$ cat config.mk
export PLATFORM = sky130hd
export DESIGN_NAME = mc_ctrl
export DESIGN_NICKNAME = d
export VERILOG_FILES = /design/src/rtl/ctrl_pkg.sv /design/src/rtl/alu_decoder.sv /design/src/rtl/mc_ctrl.sv
export SDC_FILE = /design/constraint.sdc
export NUM_CORES = 1
export LEC_CHECK = 0
export BUFFER_PORTS_ARGS = -buffer_cell sky130_fd_sc_hd__clkbuf_2
export CORE_MARGIN = 2
export CORE_UTILIZATION = 45
export CTS_CLUSTER_DIAMETER = 80
export CTS_CLUSTER_SIZE = 10
export DETAILED_ROUTE_END_ITERATION = 10
export PLACE_DENSITY = 0.75
export SYNTH_ARGS = -nofsm -noshare
export SYNTH_HDL_FRONTEND = slang
export SYNTH_HIERARCHICAL = 1
export SYNTH_SLANG_ARGS = --single-unit
$ cat constraint.sdc
create_clock -name clk -period 2.4 [get_ports clk]
set_clock_uncertainty 0.15 [all_clocks]
set_input_delay 0.36 -clock clk [delete_from_list [all_inputs] [get_ports clk]]
set_output_delay 0.36 -clock clk [all_outputs]
set_load 0.02 [all_outputs]
$ cat src/rtl/ctrl_pkg.sv
// Shared encodings for the multi-cycle MIPS control unit.
package ctrl_pkg;

  localparam int unsigned OP_W    = 6;
  localparam int unsigned FUNCT_W = 6;
  localparam int unsigned ALU_W   = 4;
  localparam int unsigned INSTR_W = 32;

  // Primary opcodes
  localparam logic [OP_W-1:0] OP_RTYPE = 6'h00;
  localparam logic [OP_W-1:0] OP_BEQ   = 6'h04;
  localparam logic [OP_W-1:0] OP_ADDI  = 6'h08;
  localparam logic [OP_W-1:0] OP_LW    = 6'h23;
  localparam logic [OP_W-1:0] OP_SW    = 6'h2B;

  // R-type function codes
  localparam logic [FUNCT_W-1:0] FN_ADD = 6'h20;
  localparam logic [FUNCT_W-1:0] FN_SUB = 6'h22;
  localparam logic [FUNCT_W-1:0] FN_AND = 6'h24;
  localparam logic [FUNCT_W-1:0] FN_OR  = 6'h25;
  localparam logic [FUNCT_W-1:0] FN_SLT = 6'h2A;

  // ALU function selects
  localparam logic [ALU_W-1:0] ALU_AND = 4'b0000;
  localparam logic [ALU_W-1:0] ALU_OR  = 4'b0001;
  localparam logic [ALU_W-1:0] ALU_ADD = 4'b0010;
  localparam logic [ALU_W-1:0] ALU_SUB = 4'b0110;
  localparam logic [ALU_W-1:0] ALU_SLT = 4'b0111;

  typedef enum logic [3:0] {
    S_IDLE,
    S_DECODE,
    S_EXEC,
    S_WB,
    S_ADDR,
    S_MEMRD,
    S_LWB,
    S_MEMWR,
    S_BEQ,
    S_ERR
  } state_t;

endpackage

$ cat src/rtl/alu_decoder.sv
// Combinational opcode/funct decode into an ALU select and a legality flag.
module alu_decoder
  import ctrl_pkg::*;
(
  input  logic [OP_W-1:0]    op,
  input  logic [FUNCT_W-1:0] funct,
  output logic [ALU_W-1:0]   alu_sel,
  output logic               legal
);

  // Address arithmetic and addi use ADD; beq compares by subtraction
  always_comb begin
    alu_sel = ALU_ADD;
    legal   = 1'b0;
    unique case (op)
      OP_RTYPE: begin
        unique case (funct)
          FN_ADD:  begin alu_sel = ALU_ADD; legal = 1'b1; end
          FN_SUB:  begin alu_sel = ALU_SUB; legal = 1'b1; end
          FN_AND:  begin alu_sel = ALU_AND; legal = 1'b1; end
          FN_OR:   begin alu_sel = ALU_OR;  legal = 1'b1; end
          FN_SLT:  begin alu_sel = ALU_SLT; legal = 1'b1; end
          default: begin alu_sel = ALU_ADD; legal = 1'b0; end
        endcase
      end
      OP_LW, OP_SW, OP_ADDI: begin
        alu_sel = ALU_ADD;
        legal   = 1'b1;
      end
      OP_BEQ: begin
        alu_sel = ALU_SUB;
        legal   = 1'b1;
      end
      default: begin
        alu_sel = ALU_ADD;
        legal   = 1'b0;
      end
    endcase
  end

endmodule

$ cat src/rtl/mc_ctrl.sv
// Multi-cycle control unit: latches one instruction, sequences the datapath
// controls state by state and counts retired instructions.
module mc_ctrl
  import ctrl_pkg::*;
#(
  parameter int unsigned CNT_W = 16
) (
  input  logic               clk,
  input  logic               rst,
  input  logic               instr_valid,
  input  logic [INSTR_W-1:0] instr,
  output logic               instr_ready,
  output logic [INSTR_W-1:0] ir,
  input  logic               iszero,
  output logic [ALU_W-1:0]   alu_control,
  output logic               RegDst,
  output logic               RegWrite,
  output logic               ALUsrc,
  output logic               MemWrite,
  output logic               MemRead,
  output logic               MemToReg,
  output logic               branch_taken,
  output logic               done,
  output logic               illegal,
  output logic [CNT_W-1:0]   instr_count
);

  state_t               state_q;
  state_t               state_d;
  logic [INSTR_W-1:0]   ir_q;
  logic [CNT_W-1:0]     cnt_q;
  logic [OP_W-1:0]      op;
  logic [FUNCT_W-1:0]   funct;
  logic [ALU_W-1:0]     dec_alu;
  logic                 dec_legal;
  logic                 is_rtype;

  assign op          = ir_q[31:26];
  assign funct       = ir_q[5:0];
  assign is_rtype    = (op == OP_RTYPE);
  assign ir          = ir_q;
  assign instr_count = cnt_q;

  alu_decoder u_alu_decoder (
    .op      (op),
    .funct   (funct),
    .alu_sel (dec_alu),
    .legal   (dec_legal)
  );

  // State, instruction register and retire counter
  always_ff @(posedge clk) begin
    if (rst) begin
      state_q <= S_IDLE;
      ir_q    <= '0;
      cnt_q   <= '0;
    end else begin
      state_q <= state_d;
      if (state_q == S_IDLE && instr_valid) begin
        ir_q <= instr;
      end
      if (done) begin
        cnt_q <= cnt_q + CNT_W'(1);
      end
    end
  end

  // Next-state sequencing and Moore control decode from the current state
  always_comb begin
    state_d      = state_q;
    instr_ready  = 1'b0;
    alu_control  = ALU_ADD;
    RegDst       = 1'b0;
    RegWrite     = 1'b0;
    ALUsrc       = 1'b0;
    MemWrite     = 1'b0;
    MemRead      = 1'b0;
    MemToReg     = 1'b0;
    branch_taken = 1'b0;
    done         = 1'b0;
    illegal      = 1'b0;

    unique case (state_q)
      S_IDLE: begin
        instr_ready = 1'b1;
        if (instr_valid) state_d = S_DECODE;
      end
      S_DECODE: begin
        if (!dec_legal)                    state_d = S_ERR;
        else if (op == OP_LW || op == OP_SW) state_d = S_ADDR;
        else if (op == OP_BEQ)             state_d = S_BEQ;
        else                               state_d = S_EXEC;
      end
      S_EXEC: begin
        RegDst      = is_rtype;
        ALUsrc      = !is_rtype;
        alu_control = dec_alu;
        state_d     = S_WB;
      end
      S_WB: begin
        RegDst      = is_rtype;
        ALUsrc      = !is_rtype;
        alu_control = dec_alu;
        RegWrite    = 1'b1;
        done        = 1'b1;
        state_d     = S_IDLE;
      end
      S_ADDR: begin
        ALUsrc  = 1'b1;
        state_d = (op == OP_LW) ? S_MEMRD : S_MEMWR;
      end
      S_MEMRD: begin
        ALUsrc  = 1'b1;
        MemRead = 1'b1;
        state_d = S_LWB;
      end
      S_LWB: begin
        ALUsrc   = 1'b1;
        MemRead  = 1'b1;
        MemToReg = 1'b1;
        RegWrite = 1'b1;
        done     = 1'b1;
        state_d  = S_IDLE;
      end
      S_MEMWR: begin
        ALUsrc   = 1'b1;
        MemWrite = 1'b1;
        done     = 1'b1;
        state_d  = S_IDLE;
      end
      S_BEQ: begin
        alu_control  = ALU_SUB;
        branch_taken = iszero;
        done         = 1'b1;
        state_d      = S_IDLE;
      end
      S_ERR: begin
        illegal = 1'b1;
        state_d = S_IDLE;
      end
      default: begin
        state_d = S_IDLE;
      end
    endcase
  end

endmodule
Yosys cells after proc, flatten, opt, wreduce, memory -nomap -nowiden

Cells that the tools add are included.

Register bits after elaboration: 52
Output and inout port bits: 62
Bits of input ports: 36
Logic and storage cells: 56

Add/subtract/negate cells: 1
Muxes and demuxes: 21
Eq/ne operators: 19
Reduce and logical (&&, ||, !) cells: 12

Operators with widths:

| kind                                          | count |
|---|---|
| == test 6 bit, second input constant          | 7 |
| case mux 4 bit (5 select lines)               | 1 |
| adder 16 x 1 -> 16 bit, second input constant | 1 |
| == test 4 x 3 -> 1 bit, second input constant | 4 |
| two-way mux 4 bit                             | 4 |
| case mux 3 bit (4 select lines)               | 1 |
| OR reduction 4 bit                            | 3 |
| two-way mux 1 bit                             | 10 |
| == test 4 x 2 -> 1 bit, second input constant | 2 |
| == test 4 bit, second input constant          | 2 |
| case mux 4 bit (2 select lines)               | 1 |
| == test 6 x 3 -> 1 bit, second input constant | 1 |
| == test 6 x 4 -> 1 bit, second input constant | 1 |
| zero test 6 bit                               | 1 |
| case mux 3 bit (2 select lines)               | 1 |
| OR reduction 2 bit                            | 3 |
| OR reduction 5 bit                            | 1 |
| == test 4 x 1 -> 1 bit, second input constant | 1 |
| zero test 4 bit                               | 1 |
| case mux 1 bit (2 select lines)               | 2 |
| two-way mux 2 bit                             | 1 |
| != test 2 bit, second input constant          | 1 |
| logical AND 1 bit                             | 1 |
| zero test 1 bit                               | 1 |
| logical OR 1 bit                              | 1 |

Longest topological paths before layout

Depth in word-level cells: 6
Mapped depth: 7
Gate-level depth less buffers: 6

Modules after synthesis

The synthesis kept the hierarchy.

By module, submodules not included:

| module      | cells an instance | area each (sq um) | instances | seq. area each (sq um) |
|---|---|---|---|---|
| mc_ctrl     | 287               | 2,308.5           | 1         | 1,041.0 |
| alu_decoder | 21                | 153.9             | 1         | 0.0 |

Worst setup path before layout

Ideal clock, no wire load.

Path kind: flip-flop to output port
Start point: register ir_q[26] (netlist: ir[26])
End point: output RegDst
Buffers on the path: 0
Cell stages (with the launch flop): 3
Arrival time: 1.751 ns
Setup slack: 0.139 ns
Cell sequence: dfxtp_1 > or4_1 > nor4b_1

Longest elaborated chain between the ends: 2

Ends and longest elaborated chain:

| item                   | line          | text |
|---|---|---|
| from (decl)            | mc_ctrl.sv:30 | `logic [INSTR_W-1:0] ir_q;` |
| from (signal assigned) | mc_ctrl.sv:60 | `ir_q <= instr;` |
| zero test 6 bit        | mc_ctrl.sv:40 | `assign is_rtype = (op == OP_RTYPE);` |
| two-way mux 1 bit      | mc_ctrl.sv:83 | `unique case (state_q)` |
| to (decl)              | mc_ctrl.sv:16 | `output logic RegDst,` |

Every way passes these cells.

Worst setup path after layout

Start point: register ir_q[26] (netlist: ir[26])
End point: output alu_control[1]

Longest elaborated chain between the ends: 3

Ends and longest elaborated chain:

| item                                                      | line              | text |
|---|---|---|
| == test 6 x 3 -> 1 bit or zero test 6 bit (tied branches) | alu_decoder.sv:15 | `unique case (op)` |
| case mux 3 bit (2 select lines) (*)                       | alu_decoder.sv:15 |  |
| named net dec_alu[1]                                      | mc_ctrl.sv:34     | `logic [ALU_W-1:0] dec_alu;` |
| case mux 4 bit (2 select lines) (*)                       | mc_ctrl.sv:83     |  |
| to (decl)                                                 | mc_ctrl.sv:15     | `output logic [ALU_W-1:0] alu_control,` |

The timed path passes the listed nets; every way through them passes the cells marked *.

==> impl_metrics.env <==
export IMPL_remaining_drc_errors=0
export IMPL_rrSetupSlack_ns=0.32
export IMPL_grt_pass1_wl_microns=9950
export IMPL_wl_per_cell_microns=13.0
export IMPL_seqPwrFrac=0.481
export IMPL_synth_distinct_cells=49
export IMPL_drive_gt1_frac=0.315
export IMPL_layout_nets=436
export IMPL_core_sq_um=5200
export IMPL_place_gp_congestion=0.837
export IMPL_slowest_delay_ns=0.48
export IMPL_crit_path_end_kind="output port"
export IMPL_rr_worst_depth=4
export IMPL_track_usage=0.201
export IMPL_finalCriticalPeriod_ns=2.55
export IMPL_overflow=0
export IMPL_period_share=1.06
export IMPL_fin_setup_tns_ns=-0.147
export IMPL_p_leak_nw=1.38
export IMPL_worstSkewPairLatency_ns=0.30
export IMPL_grt_pass1_vias=2197
export IMPL_clockBufferDepth=2
export IMPL_layout_commonest_cell="clkbuf_2"
export IMPL_ios=98
export IMPL_root_buffer="clkbuf_8"
export IMPL_hold_buffers=0
export IMPL_most_common_layout_cells="96 x clkbuf_2, 75 x nand2_1, 50 x a21oi_1, 50 x dfxtp_1, 16 x nor2_1"
export IMPL_worstPathRequired_ns=1.89
export IMPL_hold_end="ir[23]"
export IMPL_holdCritStartpoint="instr[23]"
export IMPL_drt_total_wl_microns=6120
export IMPL_yosysSeqAreaShare=0.423
export IMPL_rsz0062_at_grt="yes"
export IMPL_synth_edff_count=0
export IMPL_cap_viol_max_count=0
export IMPL_power_share_switching=0.287
export IMPL_max_vdd_ir_drop_uv=387
export IMPL_syn_inst=308
export IMPL_regToRegStartpoint="state_q[1]"
export IMPL_holdCritPathClass="primary input to register"
export IMPL_finalSetupViolCount=1
export IMPL_die_x_microns=78.0
export IMPL_pwr_share_comb=0.194
export IMPL_die_y_microns=78.0
export IMPL_slew_violations=0
export IMPL_clk_pin_slew_ns=0.09
export IMPL_crit_chain="nor3_4 -> nand4b_4 -> or4b_1 -> or3_1 -> clkbuf_2"
export IMPL_n_fill_cell=500
export IMPL_status="finished with violations"
export IMPL_ant_nets=0
export IMPL_rows=26
export IMPL_initial_core_util=0.473
export IMPL_area_delta_synth_final_pct=27.5
export IMPL_antenna_found_initial=0
export IMPL_cp_arrival_ns=2.04
export IMPL_avgViaCountPerCell=5.32
export IMPL_dp_hpwl_microns=4190
export IMPL_whs_path_depth=3
export IMPL_fmax_ghz=0.393
export IMPL_async_flop_share=0
export IMPL_cts_buffers=5
export IMPL_grt_max_degree=33
export IMPL_path_class="register to output port"
export IMPL_setup_slack_ns=-0.147
export IMPL_relSlewSlack=0.547
export IMPL_clock_sinks=52
export IMPL_portBuffers=96
export IMPL_h_tree_depth=2
export IMPL_insertedDiodeCount=0
export IMPL_stdcell_area_sq_um=3140
export IMPL_placed_area_sq_um=2970
export IMPL_power_mw=2.00
export IMPL_timing_rr_end="instr_count[13]"
export IMPL_synth_main_ff_cell="dfxtp_1"
export IMPL_hold_violations=0
export IMPL_netlist_area_sq_um=2460
export IMPL_tightest_slew_ns=0.679
export IMPL_first_iter_violations=89
export IMPL_ys_ff_latch=52
export IMPL_place_inst=460
export IMPL_vias=2500
export IMPL_cp_slowest_cell="or4b_1"
export IMPL_fin_cells=470
export IMPL_intPower_mw=1.42
export IMPL_syn_area_per_cell_sq_um=7.99
export IMPL_ys_warn_count=6
export IMPL_p_per_area_nw_per_um2=636
export IMPL_violations="negative setup slack"
export IMPL_startpoint_type="register"
export IMPL_p_switching_mw=0.574
export IMPL_die_area_sq_um=6080
export IMPL_cts_tree="built"
export IMPL_path_max_fanout=6
export IMPL_p_clk_frac=0.326
export IMPL_drt_pre_antenna_iters=4
export IMPL_syn_num_nets=345
export IMPL_fin_util=0.603
==> stage by stage <==
step	hold WS, ns	setup slack (ns)
after floorplan	0.346	0.139
after global routing	0.107	-0.242
after CTS	0.112	-0.140
after detailed placement	0.300	0.128
after global placement	0.291	0.184
final	0.122	-0.147
==> registers in the layout, summed over array words and instances (netlist names) <==
name	count
state_q	4
ir	32
instr_count	16
==> cell usage after synthesis (2+ instances only) <==
master / count / share of area
inv_1: 7 / 0.011
mux2i_1: 2 / 0.0081
o21ai_0: 2 / 0.0041
dfxtp_1: 52 / 0.42
xor2_1: 2 / 0.0071
nor4_1: 3 / 0.0076
nor2_1: 16 / 0.024
or4_1: 11 / 0.034
mux2_1: 3 / 0.014
o31ai_1: 12 / 0.037
clkbuf_1: 12 / 0.018
and3_1: 2 / 0.0051
nor3b_1: 2 / 0.0061
buf_2: 3 / 0.0061
nor2b_1: 4 / 0.010
nand3_1: 4 / 0.0081
and2_1: 3 / 0.0076
a21oi_1: 50 / 0.10
buf_4: 5 / 0.015
nand4_1: 3 / 0.0076
or3_1: 2 / 0.0051
nand2_1: 75 / 0.11
and4_1: 3 / 0.011
nand2b_1: 5 / 0.013
==> critical path: cells and delay by family, from the launching register on <==
kind / cells / cell delay [ns]
buffers and inverters: 1 / 0.16
AND/OR/NAND/NOR: 4 / 1.22
flip-flops: 1 / 0.36
==> cell type report <==
type                            instances  area [sq um]  share of cell area
Multi-Input combinational cell        229          1320               0.419
Inverter                                7          26.3             0.00837
Clock buffer                            7          96.3              0.0307
Tap cell                               70          87.6              0.0279
Clock inverter                          1          30.0             0.00957
Sequential cell                        52          1040               0.332
Timing Repair Buffer                  104           541               0.172
==> power groups by stage <==
stage	clock (mW)	sequential, mW	combinational, mW
after global placement	0	0.974	0.365
after global routing	0.698	0.967	0.427
after detailed placement	0	0.976	0.371
final	0.650	0.960	0.386
after floorplan	0	1.02	0.209
after CTS	0.669	0.958	0.384
==> routing by layer <==
| metal | vias to the layer above | wire, microns | GRT usage |
|---|---|---|---|
| met3 | 6 | 446 | 0.0651 |
| met1 | 1150 | 2650 | 0.241 |
| met5 | - | 0 | 0 |
| met4 | 0 | 61 | 0.0596 |
| met2 | 81 | 2960 | 0.344 |
| li1 | 1263 | - | - |
==> what timing repair did <==
action | 4_1_cts | 5_1_grt
gates cloned | 1 | 0
gates resized for setup | 3 | 2
setup buffers | 1 | 0
endpoints found under the setup margin | 2 | 1
pin swaps | 2 | 1
==> worst max path at each step <==
| stage | from | to | slack [ns] | cells after the start |
|---|---|---|---|---|
| floorplan | ir[26] | RegDst | 0.14 | 2 |
| global placement | ir[27] | alu_control[1] | 0.18 | 5 |
| detailed placement | ir[27] | alu_control[1] | 0.13 | 5 |
| CTS | ir[31] | alu_control[1] | -0.14 | 5 |
| global route | ir[26] | alu_control[1] | -0.24 | 5 |
| finish | ir[26] | alu_control[1] | -0.15 | 5 |
==> kinds of logic after synthesis <==
family                   after synthesis  share of synthesized area
XOR/XNOR                               3                     0.0107
buffers and inverters                 28                     0.0549
AND/OR/NAND/NOR                      146                      0.310
flip-flops                            52                      0.423
AO/OA/AOI/OAI                         72                      0.173
adder cells (fa/ha/maj)                1                    0.00508
other                                  1                    0.00152
multiplexers                           5                     0.0218
Note: power is estimated with default switching activity, not from simulation.
